## config.mk

```make
export PLATFORM = sky130hd
export DESIGN_NAME = echo_tap_scheduler
export DESIGN_NICKNAME = d
export VERILOG_FILES = /design/src/rtl/echo_pkg.sv /design/src/rtl/tap_mixer.sv /design/src/rtl/echo_tap_scheduler.sv
export SDC_FILE = /design/constraint.sdc
export NUM_CORES = 1
export LEC_CHECK = 0
export ABC_AREA = 1
export CELL_PAD_IN_SITES_DETAIL_PLACEMENT = 1
export CELL_PAD_IN_SITES_GLOBAL_PLACEMENT = 1
export CORE_MARGIN = 5
export CORE_UTILIZATION = 50
export DETAILED_ROUTE_END_ITERATION = 8
export DONT_BUFFER_PORTS = 1
export PLACE_DENSITY = 0.88
export SLEW_MARGIN = 10
export SYNTH_ARGS = -nofsm -noshare
export SYNTH_HDL_FRONTEND = slang
export SYNTH_SLANG_ARGS = --single-unit
```

## constraint.sdc

```tcl
create_clock -name clk_in -period 13.2 [get_ports clk_in]
set_clock_uncertainty 0.05 [all_clocks]
set_input_delay 2.64 -clock clk_in [delete_from_list [all_inputs] [get_ports clk_in]]
set_output_delay 2.64 -clock clk_in [all_outputs]
set_load 0.02 [all_outputs]
```

## src/rtl/echo_pkg.sv

```systemverilog
// Shared types, widths and helpers for the echo tap scheduler.
package echo_pkg;

    typedef enum logic [2:0] {
        StIdle,
        StRecord,
        StIssue,
        StDrain,
        StEmit
    } state_e;

    localparam int unsigned SAMPLE_W = 8;
    localparam int unsigned ACC_W    = 12;
    localparam int unsigned DELAY_W  = 16;

    localparam int SAMPLE_MAX = 2 ** (SAMPLE_W - 1) - 1;
    localparam int SAMPLE_MIN = -(2 ** (SAMPLE_W - 1));

    // (p - d) mod len for p < len; one extra bit catches the borrow
    function automatic logic [31:0] addr_mod_sub(input logic [31:0] p, input logic [31:0] d,
                                                 input logic [31:0] len);
        logic [32:0] diff;
        diff = {1'b0, p} - {1'b0, d};
        if (diff[32]) begin
            diff = diff + {1'b0, len};
        end
        return diff[31:0];
    endfunction

    function automatic logic [SAMPLE_W-1:0] clamp_sample(input logic signed [ACC_W-1:0] a);
        int v;
        v = int'(a);
        if (v > SAMPLE_MAX) begin
            v = SAMPLE_MAX;
        end else if (v < SAMPLE_MIN) begin
            v = SAMPLE_MIN;
        end
        return SAMPLE_W'(v);
    endfunction

endpackage

```

## src/rtl/tap_mixer.sv

```systemverilog
// Tracks in-flight tap reads, accumulates each returning word scaled by 2^-k,
// and registers the clamped mix when the scheduler signals the final cycle.
module tap_mixer
    import echo_pkg::*;
#(
    parameter int unsigned RD_LAT = 2,
    parameter int unsigned TAP_W  = 2
) (
    input  logic                clk_i,
    input  logic                rst_i,
    input  logic                clear_i,
    input  logic                tag_valid_i,
    input  logic [TAP_W-1:0]    tag_idx_i,
    input  logic [SAMPLE_W-1:0] rd_data_i,
    input  logic                emit_i,
    output logic [SAMPLE_W-1:0] sample_o,
    output logic                sample_valid_o
);

    logic [RD_LAT-1:0]        tag_v_q;
    logic [TAP_W-1:0]         tag_k_q [RD_LAT];
    logic signed [ACC_W-1:0]  acc_q, acc_d;
    logic signed [ACC_W-1:0]  ext, contrib;
    logic [SAMPLE_W-1:0]      sample_q;
    logic                     valid_q;

    always_comb begin
        ext     = {{(ACC_W - SAMPLE_W){rd_data_i[SAMPLE_W-1]}}, rd_data_i};
        contrib = ext >>> tag_k_q[RD_LAT-1];
        acc_d   = acc_q;
        if (tag_v_q[RD_LAT-1]) begin
            acc_d = acc_q + contrib;
        end
    end

    // Tag stage RD_LAT-1 lines up with the data word returned for that read
    always_ff @(posedge clk_i) begin
        if (rst_i || clear_i) begin
            tag_v_q <= '0;
            for (int i = 0; i < int'(RD_LAT); i++) begin
                tag_k_q[i] <= '0;
            end
            acc_q <= '0;
        end else begin
            tag_v_q[0] <= tag_valid_i;
            tag_k_q[0] <= tag_idx_i;
            for (int i = 1; i < int'(RD_LAT); i++) begin
                tag_v_q[i] <= tag_v_q[i-1];
                tag_k_q[i] <= tag_k_q[i-1];
            end
            acc_q <= acc_d;
        end
    end

    always_ff @(posedge clk_i) begin
        if (rst_i) begin
            sample_q <= '0;
            valid_q  <= 1'b0;
        end else begin
            valid_q <= emit_i;
            if (emit_i) begin
                sample_q <= clamp_sample(acc_d);
            end
        end
    end

    assign sample_o       = sample_q;
    assign sample_valid_o = valid_q;

endmodule

```

## src/rtl/echo_tap_scheduler.sv

```systemverilog
// Record/playback controller for a dual-port sample buffer with delayed echo taps.
// Define ECHO_FEEDBACK_EN to write each mixed sample back over the played address.
module echo_tap_scheduler
    import echo_pkg::*;
#(
    parameter int unsigned DEPTH    = 18000,
    parameter int unsigned ADDR_W   = 15,
    parameter int unsigned NUM_TAPS = 3,
    parameter int unsigned RD_LAT   = 2
) (
    input  logic                            clk_in,
    input  logic                            rst_in,
    input  logic [SAMPLE_W-1:0]             audio_in,
    input  logic                            audio_valid_in,
    input  logic                            record_in,
    input  logic [(NUM_TAPS-1)*DELAY_W-1:0] tap_delay_in,
    output logic                            ram_we,
    output logic [ADDR_W-1:0]               ram_wr_addr,
    output logic [SAMPLE_W-1:0]             ram_din,
    output logic [ADDR_W-1:0]               ram_rd_addr,
    input  logic [SAMPLE_W-1:0]             ram_rd_data,
    output logic [SAMPLE_W-1:0]             sample_out,
    output logic                            sample_out_valid,
    output logic [ADDR_W-1:0]               rec_length,
    output logic                            full,
    output logic                            overrun
);

    localparam int unsigned TAP_W = (NUM_TAPS > 1) ? $clog2(NUM_TAPS) : 1;
    localparam int unsigned DRN_W = (RD_LAT > 1) ? $clog2(RD_LAT) : 1;

    state_e                            state_q, state_d;
    logic                              rec_q;
    logic [ADDR_W-1:0]                 wr_ptr_q, wr_ptr_d;
    logic [ADDR_W-1:0]                 play_ptr_q, play_ptr_d;
    logic [ADDR_W-1:0]                 p_q, p_d;
    logic [ADDR_W-1:0]                 rec_len_q, rec_len_d;
    logic                              full_q, full_d;
    logic                              overrun_q, overrun_d;
    logic [(NUM_TAPS-1)*DELAY_W-1:0]   delays_q, delays_d;
    logic [TAP_W-1:0]                  tap_q, tap_d;
    logic [DRN_W-1:0]                  drn_q, drn_d;
    logic [ADDR_W-1:0]                 rd_addr_q;
    logic                              we_q, we_d;
    logic [ADDR_W-1:0]                 wr_addr_q, wr_addr_d;
    logic [SAMPLE_W-1:0]               din_q, din_d;

    logic                              rec_rise, rec_fall;
    logic                              clear_mix, tag_valid, emit;
    logic [DELAY_W-1:0]                d_k;
    logic                              skip;
    logic [ADDR_W-1:0]                 issue_addr;

    assign rec_rise = record_in & ~rec_q;
    assign rec_fall = ~record_in & rec_q;

    always_comb begin
        d_k = '0;
        for (int unsigned i = 1; i < NUM_TAPS; i++) begin
            if (tap_q == TAP_W'(i)) begin
                d_k = delays_q[(i-1)*DELAY_W +: DELAY_W];
            end
        end
    end

    assign skip        = 32'(d_k) >= 32'(rec_len_q);
    assign issue_addr  = ADDR_W'(addr_mod_sub(32'(p_q), 32'(d_k), 32'(rec_len_q)));
    // Skipped taps leave the read address parked on its previous value
    assign ram_rd_addr = (state_q == StIssue && !skip) ? issue_addr : rd_addr_q;

    always_comb begin
        state_d    = state_q;
        wr_ptr_d   = wr_ptr_q;
        play_ptr_d = play_ptr_q;
        p_d        = p_q;
        rec_len_d  = rec_len_q;
        full_d     = full_q;
        overrun_d  = overrun_q;
        delays_d   = delays_q;
        tap_d      = tap_q;
        drn_d      = drn_q;
        we_d       = 1'b0;
        wr_addr_d  = wr_addr_q;
        din_d      = din_q;
        clear_mix  = 1'b0;
        tag_valid  = 1'b0;
        emit       = 1'b0;

        if (rec_rise) begin
            state_d   = StRecord;
            wr_ptr_d  = '0;
            full_d    = 1'b0;
            clear_mix = 1'b1;
        end else begin
            unique case (state_q)
                StIdle: begin
                    if (audio_valid_in && !record_in && rec_len_q != '0) begin
                        state_d    = StIssue;
                        delays_d   = tap_delay_in;
                        p_d        = play_ptr_q;
                        play_ptr_d = (play_ptr_q == rec_len_q - ADDR_W'(1)) ? '0
                                                                            : play_ptr_q + 1'b1;
                        tap_d      = '0;
                        clear_mix  = 1'b1;
                    end
                end
                StRecord: begin
                    if (rec_fall) begin
                        state_d    = StIdle;
                        rec_len_d  = wr_ptr_q;
                        play_ptr_d = '0;
                    end else if (audio_valid_in && 32'(wr_ptr_q) < DEPTH) begin
                        we_d      = 1'b1;
                        wr_addr_d = wr_ptr_q;
                        din_d     = audio_in;
                        wr_ptr_d  = wr_ptr_q + 1'b1;
                        if (32'(wr_ptr_q) == DEPTH - 1) begin
                            full_d = 1'b1;
                        end
                    end
                end
                StIssue: begin
                    tag_valid = !skip;
                    tap_d     = tap_q + 1'b1;
                    if (tap_q == TAP_W'(NUM_TAPS - 1)) begin
                        state_d = StDrain;
                        drn_d   = '0;
                    end
                end
                StDrain: begin
                    if (drn_q == DRN_W'(RD_LAT - 1)) begin
                        emit    = 1'b1;
                        state_d = StEmit;
                    end else begin
                        drn_d = drn_q + 1'b1;
                    end
                end
                StEmit: begin
                    state_d = StIdle;
`ifdef ECHO_FEEDBACK_EN
                    we_d      = 1'b1;
                    wr_addr_d = p_q;
                    din_d     = sample_out;
`endif
                end
                default: state_d = StIdle;
            endcase

            if (audio_valid_in &&
                (state_q == StIssue || state_q == StDrain || state_q == StEmit)) begin
                overrun_d = 1'b1;
            end
        end
    end

    always_ff @(posedge clk_in) begin
        if (rst_in) begin
            state_q    <= StIdle;
            rec_q      <= 1'b0;
            wr_ptr_q   <= '0;
            play_ptr_q <= '0;
            p_q        <= '0;
            rec_len_q  <= '0;
            full_q     <= 1'b0;
            overrun_q  <= 1'b0;
            delays_q   <= '0;
            tap_q      <= '0;
            drn_q      <= '0;
            rd_addr_q  <= '0;
            we_q       <= 1'b0;
            wr_addr_q  <= '0;
            din_q      <= '0;
        end else begin
            state_q    <= state_d;
            rec_q      <= record_in;
            wr_ptr_q   <= wr_ptr_d;
            play_ptr_q <= play_ptr_d;
            p_q        <= p_d;
            rec_len_q  <= rec_len_d;
            full_q     <= full_d;
            overrun_q  <= overrun_d;
            delays_q   <= delays_d;
            tap_q      <= tap_d;
            drn_q      <= drn_d;
            rd_addr_q  <= ram_rd_addr;
            we_q       <= we_d;
            wr_addr_q  <= wr_addr_d;
            din_q      <= din_d;
        end
    end

    tap_mixer #(
        .RD_LAT (RD_LAT),
        .TAP_W  (TAP_W)
    ) u_tap_mixer (
        .clk_i          (clk_in),
        .rst_i          (rst_in),
        .clear_i        (clear_mix),
        .tag_valid_i    (tag_valid),
        .tag_idx_i      (tap_q),
        .rd_data_i      (ram_rd_data),
        .emit_i         (emit),
        .sample_o       (sample_out),
        .sample_valid_o (sample_out_valid)
    );

    assign ram_we      = we_q;
    assign ram_wr_addr = wr_addr_q;
    assign ram_din     = din_q;
    assign rec_length  = rec_len_q;
    assign full        = full_q;
    assign overrun     = overrun_q;

endmodule

```

; Yosys cells after proc, flatten, opt, wreduce, memory -nomap -nowiden
; Memories as Yosys holds them, arrays and structs flattened.
; Index checks and enable logic that the tools add are counted.
; Widths: inputs -> output; s select.
[op_classes]
n_eq_ne = 16
n_lt_le_gt_ge = 4
mux = 34
addsub = 8
bitwise_logic = 10
reduce_logical = 29
shift = 1
[op_table]
columns = cell, n
row1 = $mux 15, 5
row2 = $mux 16, 2
row3 = $add 15x1->15 const B, 2
row4 = $pmux 15 s2, 1
row5 = $reduce_and 4->1, 5
row6 = $sub 15x16->17, 1
row7 = $ge 16x15->1, 1
row8 = $mux 8, 2
row9 = $add 15x15->15, 1
row10 = $eq 15x15->1, 1
row11 = $eq 15x15->1 const B, 1
row12 = $lt 15x15->1 const B, 1
row13 = $reduce_and 3->1, 5
row14 = $reduce_bool 15->1, 1
row15 = $sub 15x1->15 const B, 1
row16 = $mux 1, 13
row17 = $add 12x12->12, 1
row18 = $gt 12x8->1 const B, 1
row19 = $lt 12x8->1 const B, 1
row20 = $mux 12, 1
row21 = $mux 3, 4
row22 = $pmux 3 s4, 1
row23 = $sshr 8x2->12, 1
row24 = $ne 3x3->1 const B, 3
row25 = other kinds (25), 46
[totals]
mem_bits_rw = 4
register_bits = 163
mem_count = 1
out_inout_bits = 65
[memory_table]
columns = name, words, width, rd, rd_ports_with_merged_regs, wr, line_no
row1 = u_tap_mixer.tag_k_q, 2, 2, 2, 0, 2, tap_mixer.sv:21  ; logic [TAP_W-1:0] tag_k_q [RD_LAT];

; Longest topological paths before layout
; Gate-level depths: netlist (run 1).
[logic_depth]
word_depth = 10
mapped_depth = 29

; Modules after synthesis
; A second synthesis (run 1) with hierarchy kept.
[unflattened]
hier_cells = 1594
area_unflattened_um2 = 10411.2
[by_module_without_submodules]
columns = module, n_inst, cells_per_inst, area_per_inst_um2
row1 = echo_tap_scheduler, 1, 1325, 8647.0
row2 = tap_mixer, 1, 269, 1764.2

; Worst setup path after synthesis (run 1)
; OpenSTA, ideal clock, no wires.
[synth_timing]
kind = flip-flop to output port
startpoint = register tap_q[0]
endpoint = output ram_rd_addr[14]
arrival_time_ns = 3.724
stages_incl_launch_ff = 28
n_path_buf = 1
slack_ns = 6.786
path_cell_list = dfxtp_1 -> inv_1 -> ha_1 -> inv_4 -> nand2_4 -> clkbuf_1 -> o22ai_1 -> ha_1 -> inv_1 -> fa_1 -> nand3_1 -> nand3_1 -> nand2_1 -> nand3_1 -> nand2_1 -> nand2_1 -> xor2_1 -> ha_1 -> nand2_1 -> nor4_1 -> nand2_1 -> nand3_1 -> nand2_1 -> nor2_1 -> nand2_1 -> nand3_1 -> nand2_1 -> inv_1
[synth_between]
elab_chain_len = 7
[synth_rtl]
columns = element, line_no
row1 = "start, declared", echo_tap_scheduler.sv:41  ; logic [TAP_W-1:0] tap_q, tap_d;
row2 = "start signal, assigned", echo_tap_scheduler.sv:183  ; tap_q <= tap_d;
row3 = $eq 2x1->1, echo_tap_scheduler.sv:60  ; if (tap_q == TAP_W'(i)) begin
row4 = $mux 16, echo_tap_scheduler.sv:60
row5 = $mux 16 *, echo_tap_scheduler.sv:60
row6 = $sub 15x16->17 or $ge 16x15->1 (tied branches), "echo_pkg.sv:23, echo_tap_scheduler.sv:66"
row7 = $add 15x15->15 or $logic_not 1->1 (tied branches), "echo_pkg.sv:25, echo_tap_scheduler.sv:69"
row8 = $mux 15 or $logic_and 1x1->1 (tied branches), "echo_pkg.sv:24, echo_tap_scheduler.sv:69"
row9 = $mux 15 *, echo_tap_scheduler.sv:69  ; assign ram_rd_addr = (state_q == StIssue && !skip) ? issue_addr : rd_addr_q;
row10 = "end, declared", echo_tap_scheduler.sv:20  ; output logic [ADDR_W-1:0] ram_rd_addr,
; Mark *: on every way between the ends. The rest lies on a longest branch, timed or not.

; Final worst setup path (run 1)
; Same ends and word-level chain as after synthesis.

==> results by group, run 1 <==
Synthesis
  • Gate Count Post-Synth: 1537
  • Synthesized cell area: 10300 µm²
  • Synth cell types: 48
  • Sequential area share after synthesis: 32.4%
  • Yosys warning total: 0
  • Count leader, synth: nand2_1
  • Post-synth EDFFs: 0
  • Share of the synthesized area in the top cell type: 32.4%
  • Synth Register Bits: 167
  • Mean post-synth cell area: 6.72 µm²
  • Share of flip-flops with an asynchronous set or reset: 0%
  • Syn Nets: 1659
  • Ys flop type: dfxtp_1
  • Ranking of synthesized cells by area: dfxtp_1 32%, nand2_1 12%, ha_1 8.1%
  • Top post-synthesis cells by count: 342 x nand2_1, 183 x inv_1, 167 x dfxtp_1, 167 x nor2_1, 164 x a21oi_1
  • Yosys top cell by area: dfxtp_1

Power and ir drop
  • P_sw: 0.000485 W
  • Leak pwr: 4.79 nW
  • PwrDens: 124 nW/µm²
  • Maximum VDD drop: 0.0880 mV
  • Clock power share: 36.7%
  • Switching share of total power: 35.3%
  • Reg power frac: 40.5%
  • Int Power: 0.000887 W
  • Comb pwr share: 22.8%

Setup path
  • Reg2reg setup slack: 8.65 ns
  • Max FO, Critical Path: 16
  • WP data arrival: 4.95 ns
  • Startpoint Class: register
  • CP Capture Type: primary output
  • CP Data Required Time: 10.51 ns
  • Setup Crit Path Kind: register to primary output

Clock network
  • CTS tree: built
  • CTS sink count: 167
  • Clock buffer depth: 2
  • Clk root buf: clkbuf_16
  • Hold buffers post-CTS: 0
  • Worst skew pair latency: 0.44 ns
  • Post-CTS resize count: 0
  • Total CTS buffers: 17
  • Clock transition at path regs: 0.07 ns
  • Post-CTS Setup Bufs: 0
  • H-tree depth: 4

Route
  • Via density: 5.72
  • 1st-pass router iterations: 5
  • DR vias: 10200
  • Post-DRT Antenna Nets: 0
  • DRT iter0 DRCs: 571
  • DRC viols: 0
  • Routed length per instance: 19.2 µm
  • Total routed wirelength: 34.4 mm

STA
  • Tmin final: 7.64 ns
  • Fmax: 131 MHz
  • Slew HR: 23.4%
  • Endpoints failing hold: 0
  • Slew Viols, Final: 0
  • RSZ-0062 raised after global routing: false
  • Setup violations, final: 0
  • Post-route clock period utilization: 57.9%
  • Setup TNS: 0 ns
  • Tightest Pin Transition: 1.15 ns

Run
  • Max Cap Viol: 0

Place
  • GP Congestion: 0.954
  • I/O Buffers: 0
  • Post-DP HPWL: 26.1 mm
  • Placed cells: 1761

Floorplanning
  • Die area: 23600 µm²
  • IO Count: 117
  • Placement Rows: 52
  • Core box area: 20300 µm²
  • Chip Height: 154 µm
  • Initial core utilization: 50.9%
  • Chip width: 154 µm

Finish
  • Proportion of layout cells with a drive suffix above 1: 4.73%
  • # nets final: 1632
  • Fin cells: 1793
  • Antenna Cells: 0
  • Area growth syn-to-layout: 6.76%

Global route
  • Tot GR Track Use: 29.0%
  • Initial antenna violation count: 0
  • Largest net degree at the start of global routing: 90
  • Global route overflow: 0
  • Vias in the first global route: 10600
  • Global-route wire length before repair: 56.1 mm

Outcome
  • Status: finished, final reports clean

Min path
  • Path type of the worst min-delay path: register to register
[worst max-delay path, stage by stage, from the launching register on]
cell     delay, ns
dfxtp_1       0.37
inv_1         0.10
ha_1          0.26
inv_4         0.16
nand2_4       0.15
o22ai_1       0.25
ha_1          0.25
inv_1         0.09
fa_1          0.41
nand3_1       0.10
nand3_1       0.18
nand2_1       0.13
nand3_1       0.11
xor2_1        0.41
ha_1          0.35
nand2_1       0.13
o21ai_0       0.16
a21oi_1       0.20
nand2_1       0.07
nand2_1       0.08
nand2_1       0.06
nor2_1        0.08
nand2_1       0.07
nand3_1       0.08
nand2_1       0.08
inv_1         0.16
[cells by family after synthesis]
kind of cell	synth area share [%]
AOI/OAI and AO/OA	16.5
xor gates and xnor gates	4.24
adders and majority gates	8.70
buffers and inverters	9.20
DFF	32.4
muxes	0.194
and+or+nand+nor	28.8
[flip-flops by register name (all words and copies together), names as in the netlist]
| register | count |
|---|---|
| rd_addr_q | 15 |
| ram_din | 8 |
| full | 1 |
| u_tap_mixer.sample_o | 8 |
| p_q | 15 |
| u_tap_mixer.acc_q | 12 |
| tap_q | 2 |
| rec_q | 1 |
| u_tap_mixer.tag_v_q | 2 |
| ram_we | 1 |
| delays_q | 32 |
| rec_length | 15 |
| state_q | 3 |
| overrun | 1 |
| ram_wr_addr | 15 |
| play_ptr_q | 15 |
| u_tap_mixer.tag_k_q | 4 |
| drn_q | 1 |
| wr_ptr_q | 15 |
| u_tap_mixer.sample_valid_o | 1 |
[worst paths after layout]
kind / cells after the start / from / end
worst max-delay path: 25 / tap_q[0]$_SDFFE_PP0P_ / ram_rd_addr[14]
worst min-delay path: 2 / u_tap_mixer.tag_v_q[0]$_SDFF_PP0_ / u_tap_mixer.tag_v_q[1]$_SDFF_PP0_
worst max register to register: 26 / tap_q[0]$_SDFFE_PP0P_ / rd_addr_q[14]$_SDFF_PP0_
worst min register to register: 2 / u_tap_mixer.tag_v_q[0]$_SDFF_PP0_ / u_tap_mixer.tag_v_q[1]$_SDFF_PP0_
[layout make-up]
cell class,count,area [µm²]
clock inverter,13,133
fill,2754,9280
inverter,189,712
sequential,167,3340
timing repair buffer,3,22.5
clock buffer,19,443
tap,270,338
multi-input combinational,1132,6030
[power by group through the flow]
| stage | registers [W] | clock network [W] | logic [W] |
|---|---|---|---|
| global route | 0.000557 | 0.000531 | 0.000349 |
| global placement | 0.000565 | 0 | 0.000295 |
| CTS | 0.000555 | 0.000508 | 0.000311 |
| finish | 0.000555 | 0.000504 | 0.000313 |
| detailed placement | 0.000566 | 0 | 0.000306 |
| floorplan | 0.000557 | 0 | 0.000238 |
[routing by layer]
metal	routed length, µm	vias to the layer above	global-route usage (%)
met1	15600	4965	38.4
met3	1430	56	4.19
met5	0	-	0
met4	717	0	7.44
li1	-	4967	-
met2	16600	260	49.9
[through the flow]
stage / total power (W) / setup slack [ns] / hold WS [ns] / cell area (µm²) / utilization (%)
after detailed placement: 0.000872 / 6.07 / 0.351 / 10400 / 51.5
after global placement: 0.000860 / 6.23 / 0.352 / 10400 / 51.5
after CTS: 0.00137 / 5.56 / 0.362 / 11000 / 54.3
after global routing: 0.00144 / 5.18 / 0.402 / 11000 / 54.3
final: 0.00137 / 5.56 / 0.360 / 11000 / 54.3
after floorplan: 0.000795 / 6.79 / 0.344 / 10300 / -
[layout by cell type (no fill, tap or decap), drive strengths merged, types with 4 or more instances in the layout]
cell type,instances
nand2,347
o21ai,108
nand3b,5
inv,194
a21o,4
a21oi,170
nand4,18
ha,67
nor3,12
or2,11
xor2,33
nand3,117
nor4,7
o21bai,4
dfxtp,167
xnor2,17
clkbuf,19
clkinv,4
o22ai,15
o211ai,9
nor2,175
(Power assumes the default switching activity.)
==> inputs of run 2 (changes only) <==
--- a/config.mk
+++ b/config.mk
@@ -9,10 +9,10 @@
 export CELL_PAD_IN_SITES_DETAIL_PLACEMENT = 1
 export CELL_PAD_IN_SITES_GLOBAL_PLACEMENT = 1
 export CORE_MARGIN = 5
-export CORE_UTILIZATION = 50
+export CORE_UTILIZATION = 46
 export DETAILED_ROUTE_END_ITERATION = 8
 export DONT_BUFFER_PORTS = 1
-export PLACE_DENSITY = 0.88
+export PLACE_DENSITY = 0.82
 export SLEW_MARGIN = 10
 export SYNTH_ARGS = -nofsm -noshare
 export SYNTH_HDL_FRONTEND = slang
==> constraint.sdc (replaced) <==
create_clock -name clk_in -period 7.56 [get_ports clk_in]
set_clock_uncertainty 0.05 [all_clocks]
set_input_delay 1.512 -clock clk_in [delete_from_list [all_inputs] [get_ports clk_in]]
set_output_delay 1.512 -clock clk_in [all_outputs]
set_load 0.02 [all_outputs]
==> run 2 against run 1 <==
  * Non-clock buffer count up 1
  * First-iteration DRC count down 1.4%
  * Clock-buffer cell count unchanged
  * Register-to-register slack got worse by 5.6 ns
  * Global-route usage fell by 3.0 points
==> results by group, run 2 (same netlist as run 1, synthesis figures left out) <==
Finish
  • Largest Register: delays_q
  • Area growth syn-to-layout: 7.19%
  • Proportion of layout cells with a drive suffix above 1: 4.79% (+0.063 points)
  • # nets final: 1633 (+0.061%)
  • Commonest non-fill, non-tap cell in the layout: nand2_1
  • Most frequent cells in the layout: 342 x nand2_1, 183 x inv_1, 167 x nor2_1, 167 x dfxtp_1, 164 x a21oi_1
  • Antenna Cells: 0 (unchanged)
  • Largest register FFs: 32 (unchanged)

Setup path
  • Max FO, Critical Path: 16 (unchanged)
  • CP Capture Type: primary output
  • Startpoint Class: register
  • CP bufs+invs: 4 (unchanged)
  • Slowest cell on crit path: fa_1
  • WP data arrival: 4.88 ns (-0.07 ns)
  • Setup Crit Path Kind: register to primary output
  • CP Data Required Time: 6.00 ns (-4.51 ns)
  • Most frequent CP cell: nand2_1
  • Max stage delay on crit path: 0.40 ns (about the same)
  • Reg2reg setup slack: 3.08 ns (-5.57 ns)
  • Cell family with most CP delay: adder cells

Floorplanning
  • Core box area: 22000 µm² (+8.2%)
  • Chip Height: 160 µm (+4.0%)
  • Initial core utilization: 47.0% (-3.8 points)
  • Placement Rows: 54 (+3.8%)
  • Chip width: 160 µm (+4.0%)
  • IO Count: 117 (unchanged)
  • Die area: 25500 µm² (+8.1%)

Route
  • DRC viols: 0 (unchanged)
  • 1st-pass router iterations: 7 (+2)
  • Post-DRT Antenna Nets: 0 (unchanged)
  • Via density: 5.58 (-2.3%)
  • Total routed wirelength: 33.7 mm (-1.9%)
  • Routed length per instance: 18.7 µm (-2.5%)
  • DRT iter0 DRCs: 563 (-1.4%)
  • DR vias: 10100 (-1.7%)

STA
  • Endpoints failing hold: 0 (unchanged)
  • Fmax: 155 MHz
  • Setup TNS: 0 ns (unchanged)
  • RSZ-0062 raised after global routing: false
  • Setup violations, final: 0 (unchanged)
  • Fin Hold WS: 0.367 ns (+0.00710 ns)
  • Tightest Pin Transition: 0.946 ns (-0.203 ns)
  • Post-route clock period utilization: 85.3%
  • Tmin final: 6.45 ns
  • Slew Viols, Final: 0 (unchanged)
  • Slew HR: 36.7% (+13 points)

Global route
  • Global-route wire length before repair: 54.3 mm (-3.2%)
  • Initial antenna violation count: 0 (unchanged)
  • Largest net degree at the start of global routing: 91 (+1.1%)
  • Vias in the first global route: 10100 (-3.9%)
  • Tot GR Track Use: 26.1% (-3.0 points)
  • Global route overflow: 0 (unchanged)

Power and ir drop
  • Maximum VDD drop: 0.147 mV (+67%)
  • PwrDens: 218 nW/µm² (+75%)
  • Leak pwr: 4.81 nW (+0.43%)

Min path
  • Path type of the worst min-delay path: register to register

Place
  • GP Congestion: 0.915 (-4.1%)
  • I/O Buffers: 0 (unchanged)
  • Post-DP HPWL: 26.1 mm (+0.28%)

Clock network
  • Total CTS buffers: 17 (unchanged)
  • Clock transition at path regs: 0.07 ns (about the same)
  • Post-CTS resize count: 0 (unchanged)
  • H-tree depth: 4 (unchanged)
  • Worst skew pair latency: 0.44 ns (about the same)
  • Post-CTS Setup Bufs: 0 (unchanged)
  • CTS tree: built
  • Clock buffer depth: 2 (unchanged)
  • Clk root buf: clkbuf_16
  • CTS sink count: 167 (unchanged)
  • Hold buffers post-CTS: 0 (unchanged)

Run
  • Max Cap Viol: 0 (unchanged)

Outcome
  • Status: finished, final reports clean
[run 2: final timing paths]
kind / cells past startpoint / end / start
worst min register to register: 2 / u_tap_mixer.tag_v_q[1]$_SDFF_PP0_ / u_tap_mixer.tag_v_q[0]$_SDFF_PP0_
worst min-delay path: 2 / u_tap_mixer.tag_v_q[1]$_SDFF_PP0_ / u_tap_mixer.tag_v_q[0]$_SDFF_PP0_
worst max-delay path: 25 / ram_rd_addr[13] / tap_q[0]$_SDFFE_PP0P_
worst max register to register: 25 / rd_addr_q[13]$_SDFF_PP0_ / tap_q[0]$_SDFFE_PP0P_
[run 2: metal layers]
metal  vias up  track usage (%)  share of wire (%)
li1       4968                -                  -
met1      4841             35.6                 47
met2       218             42.9                 46
met3        47             4.33                4.3
met4         0             7.24                2.2
met5         -                0                  0
[run 2: final cells by class]
class                           count  area (µm²)
Tap cell                          280         350
Clock buffer                       19         443
Sequential cell                   167        3340
Multi-Input combinational cell   1132        6030
Inverter                          189         712
Timing Repair Buffer                4        30.0
Fill cell                        2923       10900
Clock inverter                     13         156
[run 2: per-stage QoR]
stage	total power, W	setup slack [ns]	cell area (µm²)	cells	utilization [%]
after floorplan	0.00139	2.27	10300	1537	-
after global placement	0.00150	1.70	10500	1772	47.7
after detailed placement	0.00152	1.59	10500	1772	47.7
after CTS	0.00242	1.08	11100	1804	50.4
after global routing	0.00253	0.699	11100	1804	50.4
final	0.00241	1.11	11100	1804	50.4
[run 2: where the power goes]
group	total, W	switching, W	internal, W	leakage (nW)
combinational	0.000540	0.000382	0.000158	3.17
clock	0.000904	0.000423	0.000481	0.290
sequential	0.000968	0.0000495	0.000919	1.35
total	0.00241	0.000855	0.00156	4.81
[run 2: worst reg2reg max path: stages (launching register included)]
cell,delay [ns]
dfxtp_1,0.36
inv_1,0.09
ha_1,0.26
inv_4,0.17
nand2_4,0.15
o22ai_1,0.24
ha_1,0.24
inv_1,0.09
fa_1,0.41
nand3_1,0.10
nand3_1,0.19
nand2_1,0.12
nand3_1,0.10
nand2_1,0.08
nand2_1,0.06
xor2_1,0.35
ha_1,0.34
a21oi_1,0.20
o21ai_0,0.11
a21oi_1,0.13
nand2_1,0.08
xor2_1,0.14
nand2_1,0.06
nand3_1,0.07
o21ai_0,0.12
nor2_1,0.06
